===== config.mk =====
export PLATFORM = sky130hd
export DESIGN_NAME = brick_color_mapper
export DESIGN_NICKNAME = d
export VERILOG_FILES = /design/src/rtl/brick_pkg.sv /design/src/rtl/brick_hit_tracker.sv /design/src/rtl/brick_color_mapper.sv
export SDC_FILE = /design/constraint.sdc
export NUM_CORES = 2
export LEC_CHECK = 0
export ABC_AREA = 1
export CORE_ASPECT_RATIO = 1.1
export CORE_UTILIZATION = 40
export CTS_CLUSTER_DIAMETER = 50
export CTS_CLUSTER_SIZE = 14
export DETAILED_ROUTE_END_ITERATION = 8
export GPL_TIMING_DRIVEN = 0
export PLACE_DENSITY = 0.55
export RECOVER_POWER = 100
export SLEW_MARGIN = 20
export SYNTH_ARGS = -nofsm -noshare
export SYNTH_HDL_FRONTEND = slang
export SYNTH_SLANG_ARGS = --single-unit

===== constraint.sdc =====
create_clock -name Clk -period 17.8 [get_ports Clk]
set_input_delay 3.56 -clock Clk [delete_from_list [all_inputs] [get_ports Clk]]
set_output_delay 3.56 -clock Clk [all_outputs]
set_load 0.02 [all_outputs]

===== src/rtl/brick_pkg.sv =====
// Shared types and colour constants for the brick colour mapper and its hit tracker.
package brick_pkg;
  localparam int COORD_W = 10;

  typedef struct packed {
    logic [COORD_W-1:0] x;
    logic [COORD_W-1:0] y;
    logic [1:0]         color;
    logic               alive;
  } brick_t;

  // Entry 0 is the rightmost element of the concatenation.
  localparam logic [3:0][23:0] BRICK_PALETTE = {24'hC0C040, 24'h4040C0, 24'h40C040, 24'hC04040};
  localparam logic [23:0]      BALL_RGB      = 24'h00FFFF;
  localparam logic [7:0]       BG_BLUE       = 8'h44;
endpackage


===== src/rtl/brick_hit_tracker.sv =====
// Collects ball/brick overlaps per frame, publishes them at frame_start and hands
// struck brick indices to game logic one at a time over valid/ready.
module brick_hit_tracker #(
  parameter int N_BRICKS = 16,
  parameter int IDX_W    = 4
) (
  input  logic                clk,
  input  logic                rst,
  input  logic                i_frame_start,
  input  logic [N_BRICKS-1:0] i_overlap,
  input  logic                i_hit_ready,
  output logic                o_hit_valid,
  output logic [IDX_W-1:0]    o_hit_idx,
  output logic [N_BRICKS-1:0] o_clr
);
  logic [N_BRICKS-1:0] r_pending;
  logic [N_BRICKS-1:0] r_report;
  logic                r_hit_valid;
  logic [IDX_W-1:0]    r_hit_idx;
  logic [N_BRICKS-1:0] w_remain;
  logic                w_accept;

  function automatic logic [IDX_W-1:0] f_lowest(input logic [N_BRICKS-1:0] v);
    f_lowest = '0;
    for (int i = N_BRICKS - 1; i >= 0; i--)
      if (v[i]) f_lowest = IDX_W'(i);
  endfunction

  assign w_accept = r_hit_valid && i_hit_ready;
  assign o_clr    = w_accept ? (N_BRICKS'(1) << r_hit_idx) : '0;
  assign w_remain = r_report & ~o_clr;

  always_ff @(posedge clk) begin
    if (rst) begin
      r_pending   <= '0;
      r_report    <= '0;
      r_hit_valid <= 1'b0;
      r_hit_idx   <= '0;
    end else begin
      if (i_frame_start) begin
        r_report  <= w_remain | r_pending;
        r_pending <= i_overlap;
      end else begin
        r_report  <= w_remain;
        r_pending <= r_pending | i_overlap;
      end
      // Freeze the offered index until it is taken so new frames cannot reorder it.
      if (!(r_hit_valid && !i_hit_ready)) begin
        r_hit_valid <= |w_remain;
        r_hit_idx   <= f_lowest(w_remain);
      end
    end
  end

  assign o_hit_valid = r_hit_valid;
  assign o_hit_idx   = r_hit_idx;
endmodule


===== src/rtl/brick_color_mapper.sv =====
// Two-stage pixel colour pipeline for ball, bricks and background with a writable brick table.
// Define BRICK_GRADIENT_BG_EN for a DrawX-dependent red background gradient.
module brick_color_mapper
  import brick_pkg::*;
#(
  parameter int N_BRICKS = 16,
  parameter int BRICK_W  = 40,
  parameter int BRICK_H  = 16,
  parameter int IDX_W    = (N_BRICKS > 1) ? $clog2(N_BRICKS) : 1
) (
  input  logic                Clk,
  input  logic                Reset,
  input  logic [COORD_W-1:0]  DrawX,
  input  logic [COORD_W-1:0]  DrawY,
  input  logic [COORD_W-1:0]  BallX,
  input  logic [COORD_W-1:0]  BallY,
  input  logic [COORD_W-1:0]  Ball_size,
  input  logic                frame_start,
  input  logic                wr_en,
  input  logic [IDX_W-1:0]    wr_idx,
  input  logic [COORD_W-1:0]  wr_x,
  input  logic [COORD_W-1:0]  wr_y,
  input  logic [1:0]          wr_color,
  input  logic                wr_alive,
  output logic                hit_valid,
  output logic [IDX_W-1:0]    hit_idx,
  input  logic                hit_ready,
  output logic [N_BRICKS-1:0] alive,
  output logic [7:0]          Red,
  output logic [7:0]          Green,
  output logic [7:0]          Blue
);
  brick_t              r_tbl [N_BRICKS];
  logic [N_BRICKS-1:0] w_clr;
  logic [N_BRICKS-1:0] w_hit;
  logic [1:0]          w_sel_color;
  logic signed [10:0]  w_dx, w_dy;
  logic signed [21:0]  w_dxe, w_dye;
  logic [21:0]         w_dist2, w_r2;
  logic                w_ball_on;
  logic                r_ball_p1;
  logic                r_any_p1;
  logic [1:0]          r_color_p1;
  logic [N_BRICKS-1:0] r_hit_p1;
  logic [23:0]         w_bg;

  always_ff @(posedge Clk) begin
    for (int i = 0; i < N_BRICKS; i++) begin
      if (Reset)
        r_tbl[i] <= '0;
      else if (wr_en && wr_idx == IDX_W'(i))
        r_tbl[i] <= '{x: wr_x, y: wr_y, color: wr_color, alive: wr_alive};
      else if (w_clr[i])
        r_tbl[i].alive <= 1'b0;
    end
  end

  always_comb begin
    alive = '0;
    for (int i = 0; i < N_BRICKS; i++) alive[i] = r_tbl[i].alive;
  end

  assign w_dx      = $signed({1'b0, DrawX}) - $signed({1'b0, BallX});
  assign w_dy      = $signed({1'b0, DrawY}) - $signed({1'b0, BallY});
  assign w_dxe     = 22'(w_dx);
  assign w_dye     = 22'(w_dy);
  assign w_dist2   = $unsigned(w_dxe * w_dxe) + $unsigned(w_dye * w_dye);
  assign w_r2      = 22'(Ball_size) * 22'(Ball_size);
  assign w_ball_on = (w_dist2 <= w_r2);

  // Bounds computed in 11 bits so a brick near x=1023 does not wrap to the left edge.
  always_comb begin
    w_hit       = '0;
    w_sel_color = '0;
    for (int i = 0; i < N_BRICKS; i++) begin
      w_hit[i] = r_tbl[i].alive
              && (DrawX >= r_tbl[i].x)
              && ({1'b0, DrawX} < ({1'b0, r_tbl[i].x} + 11'(BRICK_W)))
              && (DrawY >= r_tbl[i].y)
              && ({1'b0, DrawY} < ({1'b0, r_tbl[i].y} + 11'(BRICK_H)));
    end
    for (int i = N_BRICKS - 1; i >= 0; i--)
      if (w_hit[i]) w_sel_color = r_tbl[i].color;
  end

  // Stage 1 boundary: geometry results
`ifdef BRICK_GRADIENT_BG_EN
  logic [6:0] r_gx_p1;
  always_ff @(posedge Clk) begin
    if (Reset) r_gx_p1 <= '0;
    else       r_gx_p1 <= DrawX[9:3];
  end
  assign w_bg = {8'h4F - {1'b0, r_gx_p1}, 8'h00, BG_BLUE};
`else
  assign w_bg = {16'h0000, BG_BLUE};
`endif

  always_ff @(posedge Clk) begin
    if (Reset) begin
      r_ball_p1  <= 1'b0;
      r_any_p1   <= 1'b0;
      r_color_p1 <= '0;
      r_hit_p1   <= '0;
    end else begin
      r_ball_p1  <= w_ball_on;
      r_any_p1   <= |w_hit;
      r_color_p1 <= w_sel_color;
      r_hit_p1   <= w_hit;
    end
  end

  // Stage 2 boundary: final colour
  always_ff @(posedge Clk) begin
    if (Reset)
      {Red, Green, Blue} <= '0;
    else if (r_ball_p1)
      {Red, Green, Blue} <= BALL_RGB;
    else if (r_any_p1)
      {Red, Green, Blue} <= BRICK_PALETTE[r_color_p1];
    else
      {Red, Green, Blue} <= w_bg;
  end

  brick_hit_tracker #(.N_BRICKS(N_BRICKS), .IDX_W(IDX_W)) u_tracker (
    .clk          (Clk),
    .rst          (Reset),
    .i_frame_start(frame_start),
    .i_overlap    ({N_BRICKS{r_ball_p1}} & r_hit_p1),
    .i_hit_ready  (hit_ready),
    .o_hit_valid  (hit_valid),
    .o_hit_idx    (hit_idx),
    .o_clr        (w_clr)
  );
endmodule


-- Word-level counts from Yosys, hierarchy flattened
Memories as Yosys holds them, arrays and structs flattened.
Cells that the tools add are included.
- order comparisons: 66
- bitwise logic cells: 38
- $mul: 3
- multiplexer cells: 187
- $add $sub $neg: 35
- shift operators: 1
- equal/unequal tests: 15
- reductions and logical operators: 87
- operators with widths (cell ; count):
    $mux 23 ; 16
    $lt 10x11->1 ; 32
    $ge 10x10->1 ; 32
    $add 10x5->11 const B ; 16
    $add 10x6->11 const B ; 16
    $mux 1 ; 130
    $logic_and 1x1->1 ; 82
    $mux 4 ; 16
    $bmux 24 s2 ; 1
    $mux 16 ; 3
    $mul 11x11->22 ; 2
    $and 16x16->16 ; 2
    $eq 4x4->1 const B ; 8
    $mux 2 ; 16
    $mux 8 ; 4
    $or 1x1->1 ; 32
    $or 16x16->16 ; 2
    $reduce_or 16->1 ; 2
    $mux 24 ; 1
    $add 22x22->22 ; 1
    $le 22x20->1 ; 1
    $sub 10x10->11 ; 2
    $mul 10x10->20 ; 1
    $eq 4x3->1 const B ; 4
    other kinds (9) ; 10
- flip-flop bits (word level): 81
- output and inout port bits: 45
- memories: 1
- bits in writable memories: 368
- logic and storage cells: 444
- input port bits: 82
- memory list (name ; words ; width ; rd ports ; clocked after Yosys merged registers in ; write ports ; line ; text):
    r_tbl ; 16 ; 23 ; 16 ; 0 ; 16 ; brick_color_mapper.sv:33 ; brick_t r_tbl [N_BRICKS];

-- Longest topological paths before layout
An unclocked memory read counts as a cell.
- depth in word-level cells: 22
- gate-level depth with buffers: 51
- gate-level depth less buffers: 51

-- By module
Synthesis repeated with hierarchy kept, for this count alone.
- cell total of the unflattened synthesis: 5123
- area total of the unflattened synthesis: 44197.4 µm²
- modules (own cells, without submodules) (module ; cells an instance ; seq. area each (µm²) ; area an instance (µm²) ; times used):
    brick_color_mapper ; 4911 ; 11611.1 ; 42603.4 ; 1
    brick_hit_tracker ; 212 ; 740.7 ; 1594.0 ; 1

-- Least setup slack after synthesis
No wires, ideal clock.
- kind: input-to-reg
- from: in DrawY[0]
- to: reg r_ball_p1
- data arrival time: 12543 ps
- required time: 17720 ps
- library setup time: 80 ps
- slack: 5177 ps
- path buffers: 0
- stages on the path: 44
- path through: inv_1 ha_1 inv_1 fa_1 a31oi_1 or2_1 nand2_1 a21oi_2 nor2_1 o21ai_1 nand2_1 nand2_1 nand2_1 a21oi_4 inv_2 nor2_1 inv_1 fa_1 [... 8 more ...] inv_1 ha_1 nand2_1 o21ai_0 a21oi_1 o21ai_1 a21oi_1 o21bai_1 xor2_1 inv_1 ha_1 a21oi_1 nor2_1 o21a_1 o311ai_0 a22o_1 nand2_1 nor3b_1
- word-level cells in the longest chain between the ends: 4
- ends and longest elaborated chain (element ; line ; text):
    start: declaration ; brick_color_mapper.sv:14 ; input logic [COORD_W-1:0] DrawY,
    $sub 10x10->11 ; brick_color_mapper.sv:64 ; assign w_dy = $signed({1'b0, DrawY}) - $signed({1'b0, BallY});
    $mul 11x11->22 ; brick_color_mapper.sv:67 ; assign w_dist2 = $unsigned(w_dxe * w_dxe) + $unsigned(w_dye * w_dye);
    $add 22x22->22 ; brick_color_mapper.sv:67 ;
    $le 22x20->1 ; brick_color_mapper.sv:69 ; assign w_ball_on = (w_dist2 <= w_r2);
    end signal: assignment ; brick_color_mapper.sv:105 ; r_ball_p1 <= w_ball_on;
    end: declaration ; brick_color_mapper.sv:41 ; logic r_ball_p1;
No other way between the ends.
A chain may end at the register's enable or synchronous reset.

-- Final worst setup path
- from: in DrawX[0]
- to: reg r_ball_p1
- word-level cells in the longest chain between the ends: 4
- ends and longest elaborated chain (element ; line ; text):
    start: declaration ; brick_color_mapper.sv:13 ; input logic [COORD_W-1:0] DrawX,
    $sub 10x10->11 ; brick_color_mapper.sv:63 ; assign w_dx = $signed({1'b0, DrawX}) - $signed({1'b0, BallX});
    $mul 11x11->22 ; brick_color_mapper.sv:67 ;
    $add 22x22->22 ; brick_color_mapper.sv:67 ;
    $le 22x20->1 ; brick_color_mapper.sv:69 ;
No other way between the ends.

==> summary.log <==
INFO  placement      io_buffer_count=113
INFO  placement      place_hpwl=94.40mm
INFO  global_route   grt.total_usage=21.80%
INFO  setup_path     end_kind=flop
INFO  layout         nets=6,491
INFO  logic_synthesis netlist_area=44,460um^2
INFO  detailed_routing detailedRoute.firstIterationViolations=1,964
INFO  logic_synthesis ys_async_sr_fraction=0%
INFO  logic_synthesis synth_top_family_by_area=adder cells
INFO  layout         drive_gt1_share=4.101%
INFO  sta            final_count_of_pins_violating_max_slew=0
INFO  die            placementRows=127
INFO  cts            clockBufferDepth=3
INFO  placement      finalWeightedCongestion=0.8914
INFO  run            cap_violations=0
INFO  logic_synthesis synth-edff-count=368
INFO  sta            clock_skew=0.03895ns
INFO  logic_synthesis postSynthRegisterBits=433
INFO  cts            cts_tree=yes
INFO  die            start_util=40.55%
INFO  detailed_routing drt-pass1-iter-count=8
INFO  global_route   grtUsageMet3=2.372%
INFO  setup_path     worstPathBufferInverterCount=9
INFO  logic_synthesis syn-mean-instance-area=8.526um^2
INFO  sta            timing.final.hold_violations=0
INFO  logic_synthesis synth_flop_cell=edfxtp_1
INFO  global_route   grtUsageMet2=38.43%
INFO  run_status     outcome=complete, no violations
INFO  detailed_routing dr_total_vias=34,310
INFO  detailed_routing drt_wl_total=121.8mm
INFO  global_route   largest_net_degree_at_the_start_of_global_routing=34
INFO  cts            cts_setup_buffers=0
INFO  setup_path     critical-path-max-stage-delay=0.84ns
INFO  logic_synthesis post_synth_inst_count=5,214
INFO  hold_path      min_path_type=reg -> reg
INFO  global_route   grt_first_pass_wirelength=188.0mm
INFO  cts            cts-buffers-inserted=53
INFO  sta            tightest_slew=1.237ns
INFO  global_route   use_met1=27.91%
INFO  detailed_routing via_per_inst=5.003
INFO  logic_synthesis synth_simple_gate_area_share=16.39%
INFO  logic_synthesis part_of_the_yosys_area_used_for_sequential_elements=27.78%
INFO  detailed_routing ant_nets=0
INFO  sta            accumulated_negative_setup_slack=0ns
INFO  global_route   global_route.peak_usage_layer=met2
INFO  cts            htreeDepth=2
INFO  global_route   global_route.overflow_total=0
INFO  detailed_routing residual_drc=0
INFO  setup_path     cp_common_cell=nand2_1
INFO  sta            maxClockFrequency=0.06992GHz
INFO  sta            slew_headroom=17.51%
INFO  logic_synthesis post_synth_mux_area_share=0.02533%
INFO  layout         final_common_cell=inv_1
INFO  setup_path     critical_path_startpoint_category=primary input
INFO  die            core-area=109,600um^2
INFO  cts            post_cts.resized_instances=0
INFO  cts            cts.sinks=433
INFO  cts            insertion_delay=0.64ns
INFO  sta            fin_crit=14.30ns
INFO  die            die_width=319.9um
INFO  detailed_routing wl_per_cell=17.77um
INFO  setup_path     crit_fanout=17
INFO  cts            library_cell_used_as_clock_root_buffer=clkbuf_16
INFO  die            die_y=351.6um
INFO  sta            timing.final.crit_share=80.35%
INFO  sta            setup_repair_after_global_routing_missed_its_margin=false
INFO  sta            finalSetupViolations=0
INFO  layout         flow.area_growth_from_synthesis=10.78%
INFO  logic_synthesis yosysWarningCount=0
INFO  layout         layout_common_cells=1,065 x inv_1, 728 x ha_1, 690 x nand2_1
INFO  setup_path     worst_ep_arrival_time=14.75ns
INFO  setup_path     worst_ep_required_time=18.25ns
INFO  setup_path     slowest_stage=inv_1
INFO  cts            cts_hold_repair_buffers=0
INFO  global_route   antenna_violations_before_repair=4
INFO  logic_synthesis synth_xor_area_share=4.059%
INFO  cts            clk_transition_reported_paths=0.07ns
INFO  logic_synthesis synth_compound_gate_area_share=7.898%
INFO  setup_path     timing.critical_path.max_delay_family=adder cells
INFO  die            die-area=112,500um^2
INFO  setup_path     timing_worst_setup_path_type=in -> reg
INFO  logic_synthesis number_of_distinct_library_cells_after_synthesis=59
INFO  global_route   grt_pass1_vias=33,840
INFO  logic_synthesis synth-adder-area-share=33.37%
INFO  die            number_of_ports_placed_on_the_die_boundary=127
[area by class of cell]
class                   instances  area, um^2
repair buffers                121        1231
inverters                    1080        4054
clock buffers                  62        1381
fillers                     10900       60400
well taps                    1419        1775
flip-flops and latches        433       12350
clock inverters                36       399.1
diodes                          1       2.502
plain buffers                 121       591.8
multi-input cells            3585       27460
[cell families (layout without fill, tap and decap cells)]
kind of cell             Yosys count  in the layout
adder cells (fa/ha/maj)         1014           1014
XOR/XNOR                         206            206
AO/OA/AOI/OAI                    612            612
AND/OR/NAND/NOR                 1746           1746
flip-flops                       433            433
other                              1              7
buffers and inverters           1201           1420
multiplexers                       1              1
[layer usage]
metal / routed length, um / up-vias
met4: 3820 / 6
met1: 53980 / 16410
met2: 58930 / 616
met3: 5064 / 176
met5: 39 / -
li1: - / 17110
[cells in the mapped netlist, drive strengths merged (5+ instances only)]
cell type	instances	share of area (%)
a31oi	8	0.11
a211oi	16	0.28
nand4	61	0.86
nor3	81	0.96
ha	728	20
xor2	160	3.2
nor4	12	0.17
a21boi	13	0.22
o21bai	29	0.49
nand2	696	5.9
fa	286	13
o2111ai	5	0.099
nand3	149	1.7
buf	37	0.63
o211ai	14	0.24
dfxtp	65	2.9
nor3b	8	0.14
o21a	22	0.37
edfxtp	368	25
a21oi	309	3.6
nand3b	14	0.24
clkbuf	84	0.71
or2	13	0.18
a21o	20	0.34
nor2	705	6.1
xnor2	46	0.91
o21ai	160	1.9
inv	1078	9.1
[flip-flops by register name, summed over array words and instances (netlist names)]
signal,flops
r_tbl,368
u_tracker.o_hit_idx,4
Red,2
u_tracker.o_hit_valid,1
r_color_p1,2
r_any_p1,1
r_hit_p1,16
r_ball_p1,1
Green,3
u_tracker.r_report,16
u_tracker.r_pending,16
Blue,3
[worst register-to-register path: stages (launching register included)]
cell and delay [ns]:
edfxtp_1 0.42, ha_1 0.25, o21ai_0 0.28, nor3_1 0.10
xor2_1 0.15, ha_1 0.28, nand2_1 0.09, o21ai_0 0.09
a21oi_1 0.14, nand2_1 0.09, nor2_1 0.37, nand3_1 0.41
nand3_1 0.27, nand2_1 0.07, nor2_1 0.09, nand2_1 0.06
nand2_1 0.06, nand2_1 0.05, nand2_1 0.09, nand2_1 0.05
nand2_1 0.09, nand2_1 0.08, nand2_1 0.09, a21oi_2 0.05
[final timing paths]
kind                         startpoint                                  to  slack, ns  depth (start not counted)
max                            DrawX[0]                r_ball_p1$_SDFF_PP0_       3.50                         51
min             r_hit_p1[11]$_SDFF_PP0_  u_tracker.r_pending[11]$_SDFF_PP0_       0.44                          2
max reg2reg  r_tbl[1][16]$_SDFFCE_PN0P_            r_color_p1[1]$_SDFF_PP0_      14.00                         23
min reg2reg     r_hit_p1[11]$_SDFF_PP0_  u_tracker.r_pending[11]$_SDFF_PP0_       0.44                          2
[per-stage QoR]
step / hold WS (ns) / cell area, um^2 / worst slack (ns) / cells / utilization (%)
global placement: 0.4128 / 47380 / 2.157 / 6751 / 43.21
global route: 0.4639 / 49240 / 2.709 / 6857 / 44.91
floorplan: 0.4056 / 44470 / 5.177 / 5219 / -
CTS: 0.4376 / 49260 / 4.084 / 6857 / 44.93
detailed placement: 0.4227 / 47480 / 3.462 / 6759 / 43.31
finish: 0.4385 / 49250 / 3.498 / 6858 / 44.92
Power is not shown: default switching activity piles up to over one toggle a cycle in this logic, so the estimate is an artifact.
